==> src/rtl/traffic_light_pkg.sv <==
// Shared types, lamp encodings and lamp decode helpers for the
// two-approach traffic-light controller.
package traffic_light_pkg;

    // Controller phase; the code doubles as the debug "phase" output.
    typedef enum logic [2:0] {
        ALLRED_BA = 3'd0,
        A_GREEN   = 3'd1,
        A_ORANGE  = 3'd2,
        ALLRED_AB = 3'd3,
        B_GREEN   = 3'd4,
        B_ORANGE  = 3'd5
    } phase_t;

    // Lamp vectors, bit order {red, orange, green}.
    localparam logic [2:0] LAMP_RED    = 3'b100;
    localparam logic [2:0] LAMP_ORANGE = 3'b010;
    localparam logic [2:0] LAMP_GREEN  = 3'b001;

    // Approach A lamp for a given phase; red whenever A is not running.
    function automatic logic [2:0] lamps_a(input phase_t p);
        case (p)
            A_GREEN:  return LAMP_GREEN;
            A_ORANGE: return LAMP_ORANGE;
            default:  return LAMP_RED;
        endcase
    endfunction

    // Approach B lamp for a given phase; red whenever B is not running.
    function automatic logic [2:0] lamps_b(input phase_t p);
        case (p)
            B_GREEN:  return LAMP_GREEN;
            B_ORANGE: return LAMP_ORANGE;
            default:  return LAMP_RED;
        endcase
    endfunction

endpackage

==> src/rtl/traffic_light_controller_phase_timer.sv <==
// Phase timer: counts cycles spent in the current phase, clears on a
// phase change and saturates at all-ones so long greens never wrap.
module phase_timer #(
    parameter int CNT_W = 8
) (
    input  logic             clk,
    input  logic             rst,
    input  logic             clear,
    output logic [CNT_W-1:0] count
);

    localparam logic [CNT_W-1:0] CNT_ZERO = {CNT_W{1'b0}};
    localparam logic [CNT_W-1:0] CNT_MAX  = {CNT_W{1'b1}};
    localparam logic [CNT_W-1:0] CNT_ONE  = {{(CNT_W-1){1'b0}}, 1'b1};

    // Clear, increment or hold at saturation.
    always_ff @(posedge clk) begin
        if (rst) begin
            count <= CNT_ZERO;
        end else if (clear) begin
            count <= CNT_ZERO;
        end else if (count != CNT_MAX) begin
            count <= count + CNT_ONE;
        end else begin
            count <= count;
        end
    end

endmodule

==> src/rtl/traffic_light_controller.sv <==
// Two-approach traffic-light controller: registered sensors feed a timed
// phase FSM; lamps are decoded from the phase only (never from sensors).
module traffic_light_controller
    import traffic_light_pkg::*;
#(
    parameter int GREEN_MIN = 4,
    parameter int GREEN_MAX = 8,
    parameter int ORANGE_T  = 2,
    parameter int ALLRED_T  = 1,
    parameter int CNT_W     = 8
) (
    input  logic       clk,
    input  logic       rst,
    input  logic       sa1,
    input  logic       sa2,
    input  logic       sb1,
    input  logic       sb2,
    output logic       ra,
    output logic       oa,
    output logic       ga,
    output logic       rb,
    output logic       ob,
    output logic       gb,
    output logic [2:0] phase
);

    if (GREEN_MIN < 1 || GREEN_MIN > GREEN_MAX || GREEN_MAX >= (2 ** CNT_W) ||
        ORANGE_T < 1 || ALLRED_T < 1) begin : g_bad_params
        $error("traffic_light_controller: illegal timing parameters");
    end

    // Last timer value of each timed interval (t counts from 0).
    localparam logic [CNT_W-1:0] GMIN_LAST   = CNT_W'(GREEN_MIN - 1);
    localparam logic [CNT_W-1:0] GMAX_LAST   = CNT_W'(GREEN_MAX - 1);
    localparam logic [CNT_W-1:0] ORANGE_LAST = CNT_W'(ORANGE_T - 1);
    localparam logic [CNT_W-1:0] ALLRED_LAST = CNT_W'(ALLRED_T - 1);

    logic             sa1_r, sa2_r, sb1_r, sb2_r;
    logic             demand_a_s, demand_b_s, heavy_a_s, heavy_b_s;
    phase_t           state_r, state_nxt_s;
    logic             timer_clear_s;
    logic [CNT_W-1:0] timer_s;
    logic [2:0]       lamp_a_r, lamp_b_r;

    // Register the raw sensors once before they reach the FSM.
    always_ff @(posedge clk) begin
        if (rst) begin
            sa1_r <= 1'b0;
            sa2_r <= 1'b0;
            sb1_r <= 1'b0;
            sb2_r <= 1'b0;
        end else begin
            sa1_r <= sa1;
            sa2_r <= sa2;
            sb1_r <= sb1;
            sb2_r <= sb2;
        end
    end

    assign demand_a_s = sa1_r | sa2_r;
    assign demand_b_s = sb1_r | sb2_r;
    assign heavy_a_s  = sa1_r & sa2_r;
    assign heavy_b_s  = sb1_r & sb2_r;

    phase_timer #(
        .CNT_W (CNT_W)
    ) u_timer (
        .clk   (clk),
        .rst   (rst),
        .clear (timer_clear_s),
        .count (timer_s)
    );

    // Phase state register.
    always_ff @(posedge clk) begin
        if (rst) begin
            state_r <= ALLRED_BA;
        end else begin
            state_r <= state_nxt_s;
        end
    end

    // Next-phase logic; a green ends only on opposing demand after the
    // minimum, extended to the maximum while its own approach stays heavy.
    always_comb begin
        state_nxt_s   = state_r;
        timer_clear_s = 1'b0;
        case (state_r)
            ALLRED_BA: begin
                if (timer_s == ALLRED_LAST) state_nxt_s = A_GREEN;
                else                        state_nxt_s = ALLRED_BA;
            end
            A_GREEN: begin
                if (demand_b_s && timer_s >= GMIN_LAST &&
                    (!heavy_a_s || timer_s >= GMAX_LAST)) state_nxt_s = A_ORANGE;
                else                                      state_nxt_s = A_GREEN;
            end
            A_ORANGE: begin
                if (timer_s == ORANGE_LAST) state_nxt_s = ALLRED_AB;
                else                        state_nxt_s = A_ORANGE;
            end
            ALLRED_AB: begin
                if (timer_s == ALLRED_LAST) state_nxt_s = B_GREEN;
                else                        state_nxt_s = ALLRED_AB;
            end
            B_GREEN: begin
                if (demand_a_s && timer_s >= GMIN_LAST &&
                    (!heavy_b_s || timer_s >= GMAX_LAST)) state_nxt_s = B_ORANGE;
                else                                      state_nxt_s = B_GREEN;
            end
            B_ORANGE: begin
                if (timer_s == ORANGE_LAST) state_nxt_s = ALLRED_BA;
                else                        state_nxt_s = B_ORANGE;
            end
            default: begin
                state_nxt_s = ALLRED_BA;
            end
        endcase
        if (state_nxt_s != state_r) timer_clear_s = 1'b1;
        else                        timer_clear_s = 1'b0;
    end

    // Lamp registers loaded with the decode of the phase being entered,
    // so they always match the phase register and stay glitch-free.
    always_ff @(posedge clk) begin
        if (rst) begin
            lamp_a_r <= LAMP_RED;
            lamp_b_r <= LAMP_RED;
        end else begin
            lamp_a_r <= lamps_a(state_nxt_s);
            lamp_b_r <= lamps_b(state_nxt_s);
        end
    end

    assign {ra, oa, ga} = lamp_a_r;
    assign {rb, ob, gb} = lamp_b_r;
    assign phase        = state_r;

endmodule

==> config.mk <==
export PLATFORM = sky130hd
export DESIGN_NAME = traffic_light_controller
export DESIGN_NICKNAME = d
export VERILOG_FILES = /design/src/rtl/traffic_light_pkg.sv /design/src/rtl/traffic_light_controller_phase_timer.sv /design/src/rtl/traffic_light_controller.sv
export SDC_FILE = /design/constraint.sdc
export NUM_CORES = 1
export LEC_CHECK = 0
export CAP_MARGIN = 30
export CORE_UTILIZATION = 55
export CTS_BUF_LIST = sky130_fd_sc_hd__clkbuf_4 sky130_fd_sc_hd__clkbuf_8
export DETAILED_ROUTE_END_ITERATION = 8
export PLACE_DENSITY_LB_ADDON = 0.08
export SYNTH_ARGS = -nofsm -noshare
export SYNTH_HDL_FRONTEND = slang
export SYNTH_HIERARCHICAL = 1
export SYNTH_SLANG_ARGS = --single-unit
==> constraint.sdc <==
create_clock -name clk -period 3.3 [get_ports clk]
set_clock_uncertainty 0.15 [all_clocks]
set_input_delay 0.66 -clock clk [delete_from_list [all_inputs] [get_ports clk]]
set_output_delay 0.66 -clock clk [all_outputs]
set_load 0.02 [all_outputs]
* Yosys cells after proc, flatten, opt, wreduce, memory -nomap -nowiden *
Index checks and enable logic that the tools add are counted.

operators by class
  add/sub/neg operators = 1
  mux-type cells = 10
  div/mod/pow operators = 0
  multipliers = 0
  bitwise gates (word level) = 4
  shift operators = 0
  equal/unequal tests = 12
  order comparisons = 2
  reduce and logical (&&, ||, !) cells = 11

operators by type and width
  operator                                                                              number
  3-bit one-hot mux with 6 select lines                                                 1
  3-bit == test (second input constant)                                                 4
  3-bit one-hot mux with 2 select lines                                                 2
  3-bit by 2-bit == test with 1-bit output (second input constant)                      3
  8-bit by 1-bit adder with 8-bit output (second input constant)                        1
  8-bit by 1-bit == test with 1-bit output (second input constant)                      1
  8-bit by 2-bit greater-or-equal comparator with 1-bit output (second input constant)  1
  8-bit by 3-bit greater-or-equal comparator with 1-bit output (second input constant)  1
  8-bit logical NOT                                                                     1
  8-bit inequality test (second input constant)                                         1
  3-bit by 1-bit == test with 1-bit output (second input constant)                      2
  3-bit 2-to-1 mux                                                                      2
  1-bit logical AND                                                                     4
  1-bit 2-to-1 mux                                                                      4
  3-bit logical NOT                                                                     1
  3-bit inequality test                                                                 1
  1-bit bitwise AND                                                                     2
  1-bit logical NOT                                                                     2
  1-bit logical OR                                                                      2
  2-bit 2-to-1 mux                                                                      1
  1-bit bitwise OR                                                                      2
  2-bit OR reduction                                                                    1

storage, ports and cells
  register bits = 21
  memory bits (read-only) = 0
  bits in writable memories = 0
  memories = 0
  bits in latches = 0
  logic and storage cells = 48
  input bits = 6

* Longest topological paths before layout *
  depth in word-level cells = 9
  depth in mapped cells = 10
  mapped depth without buffers = 9

* By module *
Netlist, hierarchy kept.

modules (own cells, without submodules)
  module                    cells each  times used  sequential area each (µm²)  area each (µm²)
  traffic_light_controller  73          1           260.2                       661.9
  phase_timer               44          1           160.2                       406.6

* Worst setup path after synthesis *
Ideal clock, no wire load.

  path type = reg-to-reg
  start point = reg u_timer.count[7]
  end point = reg u_timer.count[7]
  cell stages (with the launch flop) = 8
  clock period less this slack = 2,427 ps
  setup slack = 873 ps
  library setup time = 80 ps
  data arrival time = 2,198 ps
  cells stage by stage = dfxtp_1 -> or4_4 -> nor2_4 -> a41oi_4 -> a311oi_4 -> mux2i_1 -> or2_1 -> nor3b_1

on the way
  cells in the longest elaborated chain, start to end = 8
  elaborated cells on any way between the ends = 22

RTL lines
  what                                                                                                                                                 line                                                             source
  start: declaration                                                                                                                                   traffic_light_controller_phase_timer.sv:9                        output logic [CNT_W-1:0] count
  start signal: assignment                                                                                                                             traffic_light_controller_phase_timer.sv:23                       count <= count + CNT_ONE;
  start signal: assignment                                                                                                                             traffic_light_controller_phase_timer.sv:25                       count <= count;
  8-bit by 2-bit greater-or-equal comparator with 1-bit output / 8-bit by 3-bit greater-or-equal comparator with 1-bit output (equally long branches)  n/a
  1-bit logical AND (tied with other cells)                                                                                                            traffic_light_controller.sv:107                                  if (demand_a_s && timer_s >= GMIN_LAST &&
  1-bit logical AND (on tied branches)                                                                                                                 traffic_light_controller.sv:107, traffic_light_controller.sv:94
  1-bit 2-to-1 mux / 2-bit 2-to-1 mux (equally long branches)                                                                                          traffic_light_controller.sv:107, traffic_light_controller.sv:94
  3-bit one-hot mux with 6 select lines *                                                                                                              traffic_light_controller.sv:88                                   case (state_r)
  3-bit inequality test *                                                                                                                              traffic_light_controller.sv:119                                  if (state_nxt_s != state_r) timer_clear_s = 1'b1;
  1-bit 2-to-1 mux *                                                                                                                                   traffic_light_controller.sv:119
  named net timer_clear_s                                                                                                                              traffic_light_controller.sv:41                                   logic timer_clear_s;
  2-bit OR reduction (no source line) *                                                                                                                n/a

The timed path passes the listed nets; every way through them passes the cells marked *.
A chain may end at the register's enable or synchronous reset.

* Worst setup path in the final report *
  start point = reg u_timer.count[0]
  end point = reg u_timer.count[7]

Same word-level chain as after synthesis.

==> Flow_metrics.wiki <==
{| class="wikitable"
! Metric !! Value
|-
| Clock Path Buffers || 2
|-
| Antenna violations before repair || 0
|-
| Clock latency reported for the late side of the worst-skew pair || 0.30 ns
|-
| HPWL after detailed placement || 1590 um
|-
| Startpoint class of the critical path || register
|-
| Endpoint arrival time on the critical path || between 2 and 3 ns
|-
| Count of clock tree sinks || 21
|-
| Final worst path period share || 0.803
|-
| Post-Synthesis Net Count || roughly 120
|-
| Area enclosed by the die boundary || 2120 um2
|-
| Critical path peak fanout || 13
|-
| Required time of the worst setup path || about 3.4 ns
|-
| Endpoints failing hold || 0
|-
| Placed cells || between 150 and 200
|-
| Flop and latch count out of synthesis || 21
|-
| Overall routing resource usage || 0.228
|-
| Via Count || roughly 960
|-
| Achievable frequency || 377 MHz
|-
| RD Place Congestion || between 0.8 and 0.9
|-
| Post-synth ARST share || 0
|-
| Cell at the root of the clock tree || clkbuf_4
|-
| Number of max-slew violations in the final report || 0
|-
| Clock transition at the registers of the reported paths || 0.11 ns
|-
| Final-layout worst hold slack || 0.465 ns
|-
| Top-level I/O count || 15
|-
| Avg Cell Area, Syn || 9.13 um2
|-
| Total power divided by cell area || 372 nW/um2
|-
| Setup violations, final || 0
|-
| Number of fill cells in the layout || 146
|-
| Pin count of the biggest net entering global routing || 15
|-
| Grt total ovfl || 0
|-
| Y dimension of the die || between 40 and 50 um
|-
| Status || complete, no violations
|-
| Min Tclk post-route || 2.65 ns
|-
| Standby leakage power || 0.433 nW
|-
| Placement Rows || 15
|-
| Starting Density || 0.606
|-
| Crit. End Element || register
|-
| Flip-flop cell with the highest count after synthesis || dfxtp_1
|-
| Cells after Synth || 117
|-
| Die boundary width || 46.1 um
|-
| Starting DRT DRC Count || 31
|-
| Total of warnings raised by yosys || 6
|-
| VDD IR-drop max || about 0.00035 V
|-
| Setup repair after global routing missed its margin || false
|-
| DR WL/cell || around 14 um
|-
| Transition at the pin with the smallest max-transition slack || 0.539 ns
|-
| CTS tree || done
|-
| Core outline area || 1760 um2
|-
| Number of gates resized after cts || 0
|-
| Startpoint-to-endpoint class of the critical path || register to register
|-
| Class of the tightest hold or removal check || register to register
|-
| Vias in the first global route || just under 800
|-
| Total negative setup slack || 0 ns
|-
| Average vias per placed instance || 6.04
|-
| H-tree levels || 1
|-
| Share of cells above drive strength 1 || 0.128
|-
| Area Growth Syn to Fin || 16.7%
|-
| Sequential cell area fraction in the yosys report || 0.393
|-
| Drt first pass iters || 4
|-
| Post-synth cell types || 44
|-
| Number of enable-type register cells in the synthesized netlist || 0
|-
| Hold bufs inserted after CTS || 0
|-
| Max-capacitance violation count || 0
|-
| Non-filler cells, final || 158
|-
| First-pass GRT wire length || 3480 um
|-
| Post-Syn Area || 1070 um2
|-
| Count of buffers added by post-CTS timing repair for setup || 0
|-
| Post-route DRC || 0
|-
| IO Port Bufs || 14
|-
| ANT nets after route || 0
|-
| Number of buffers created by CTS || 3
|-
| Number of antenna diodes || 0
|-
| Worst-case headroom to the max-slew limit || 0.631
|-
| Overall routed net length || ~2200 um
|-
| NumNets Final || 141
|}
[per-layer routing]
layer,wire (um),part of all wire,track usage,up-vias
met2,964,0.44,0.307,45
met1,1010,0.46,0.353,432
met5,0,0,0,-
li1,-,-,-,474
met3,172,0.079,0.0314,4
met4,23,0.011,0.100,0
[sequential cells by signal, indices dropped and copies added (netlist names)]
| name | cells |
|---|---|
| lamp_a_r | 3 |
| sb1_r | 1 |
| sb2_r | 1 |
| sa2_r | 1 |
| sa1_r | 1 |
| lamp_b_r | 3 |
| u_timer/count | 8 |
| phase | 3 |
[cell usage after synthesis (2+ instances only)]
library cell,instances,share of area
dfxtp_1,21,0.39
nor2_1,13,0.046
nand3_1,8,0.037
a21oi_1,7,0.033
o21ai_0,7,0.033
nand2_1,5,0.018
nor2b_1,5,0.029
a31oi_1,4,0.023
nor3_1,4,0.019
inv_1,3,0.011
a2111oi_0,2,0.016
and2_1,2,0.012
buf_6,2,0.021
mux2i_1,2,0.019
nand4_1,2,0.012
nor3b_1,2,0.014
[worst paths after layout]
kind	startpoint	cells after the start	slack [ns]	end
max reg2reg	u_timer/count[0]$_SDFFE_PP0P_	8	0.65	u_timer/count[7]$_SDFFE_PP0P_
min	u_timer/count[3]$_SDFFE_PP0P_	1	0.47	u_timer/count[3]$_SDFFE_PP0P_
max	u_timer/count[0]$_SDFFE_PP0P_	8	0.65	u_timer/count[7]$_SDFFE_PP0P_
min reg2reg	u_timer/count[3]$_SDFFE_PP0P_	1	0.47	u_timer/count[3]$_SDFFE_PP0P_
[layout make-up]
class | instances | area, um2 | share of cell area
multi-input cells | 90 | 607 | 0.486
flip-flops and latches | 21 | 420 | 0.337
clock buffers | 4 | 30.0 | 0.0241
well taps | 25 | 31.3 | 0.0251
repair buffers | 15 | 148 | 0.118
inverters | 3 | 11.3 | 0.00903
[power by group]
| group | total [mW] | internal (mW) | switching (mW) | leakage, nW |
|---|---|---|---|---|
| Combinational | 0.0591 | 0.0292 | 0.0298 | 0.243 |
| Clock | 0.128 | 0.0552 | 0.0725 | 0.0184 |
| Sequential | 0.277 | 0.262 | 0.0149 | 0.172 |
[through the flow]
stage / power [mW] / setup slack [ns] / utilization / area (um2)
finish: 0.464 / 0.650 / 0.707 / 1250
global route: 0.485 / 0.455 / 0.707 / 1250
CTS: 0.465 / 0.649 / 0.707 / 1250
detailed placement: 0.342 / 0.692 / 0.690 / 1220
global placement: 0.339 / 0.764 / 0.690 / 1220
floorplan: 0.321 / 0.873 / - / 1070
[cells in the final DEF, fill, tap and decap left out, types with 2 or more instances in the layout]
master,instances
a2111oi_0,2
a21oi_1,7
a31oi_1,4
and2_1,2
clkbuf_4,4
clkdlybuf4s50_1,14
dfxtp_1,21
inv_1,3
mux2i_1,2
nand2_1,5
nand3_1,8
nand4_1,2
nor2_1,13
nor2b_1,5
nor3_1,4
nor3b_1,2
o21ai_0,7
[critical path, cell delays in order (launching register included)]
cell       delay, ns
dfxtp_1         0.65
a21oi_1         0.18
a21oi_1         0.22
a2111oi_0       0.11
o2bb2ai_1       0.18
a311oi_4        0.38
mux2i_1         0.16
or2_1           0.33
nor3b_1         0.21
[kinds of logic (layout without fill, tap and decap cells)]
kind of cell | after synthesis | after routing | share of synthesized area
and+or+nand+nor | 56 | 56 | 0.308
AOI/OAI and AO/OA | 31 | 31 | 0.230
DFF | 21 | 21 | 0.393
buffers and inverters | 6 | 22 | 0.0386
muxes | 2 | 2 | 0.0187
adders and majority gates | 1 | 1 | 0.0117
Note: power is estimated with default switching activity, not from simulation.
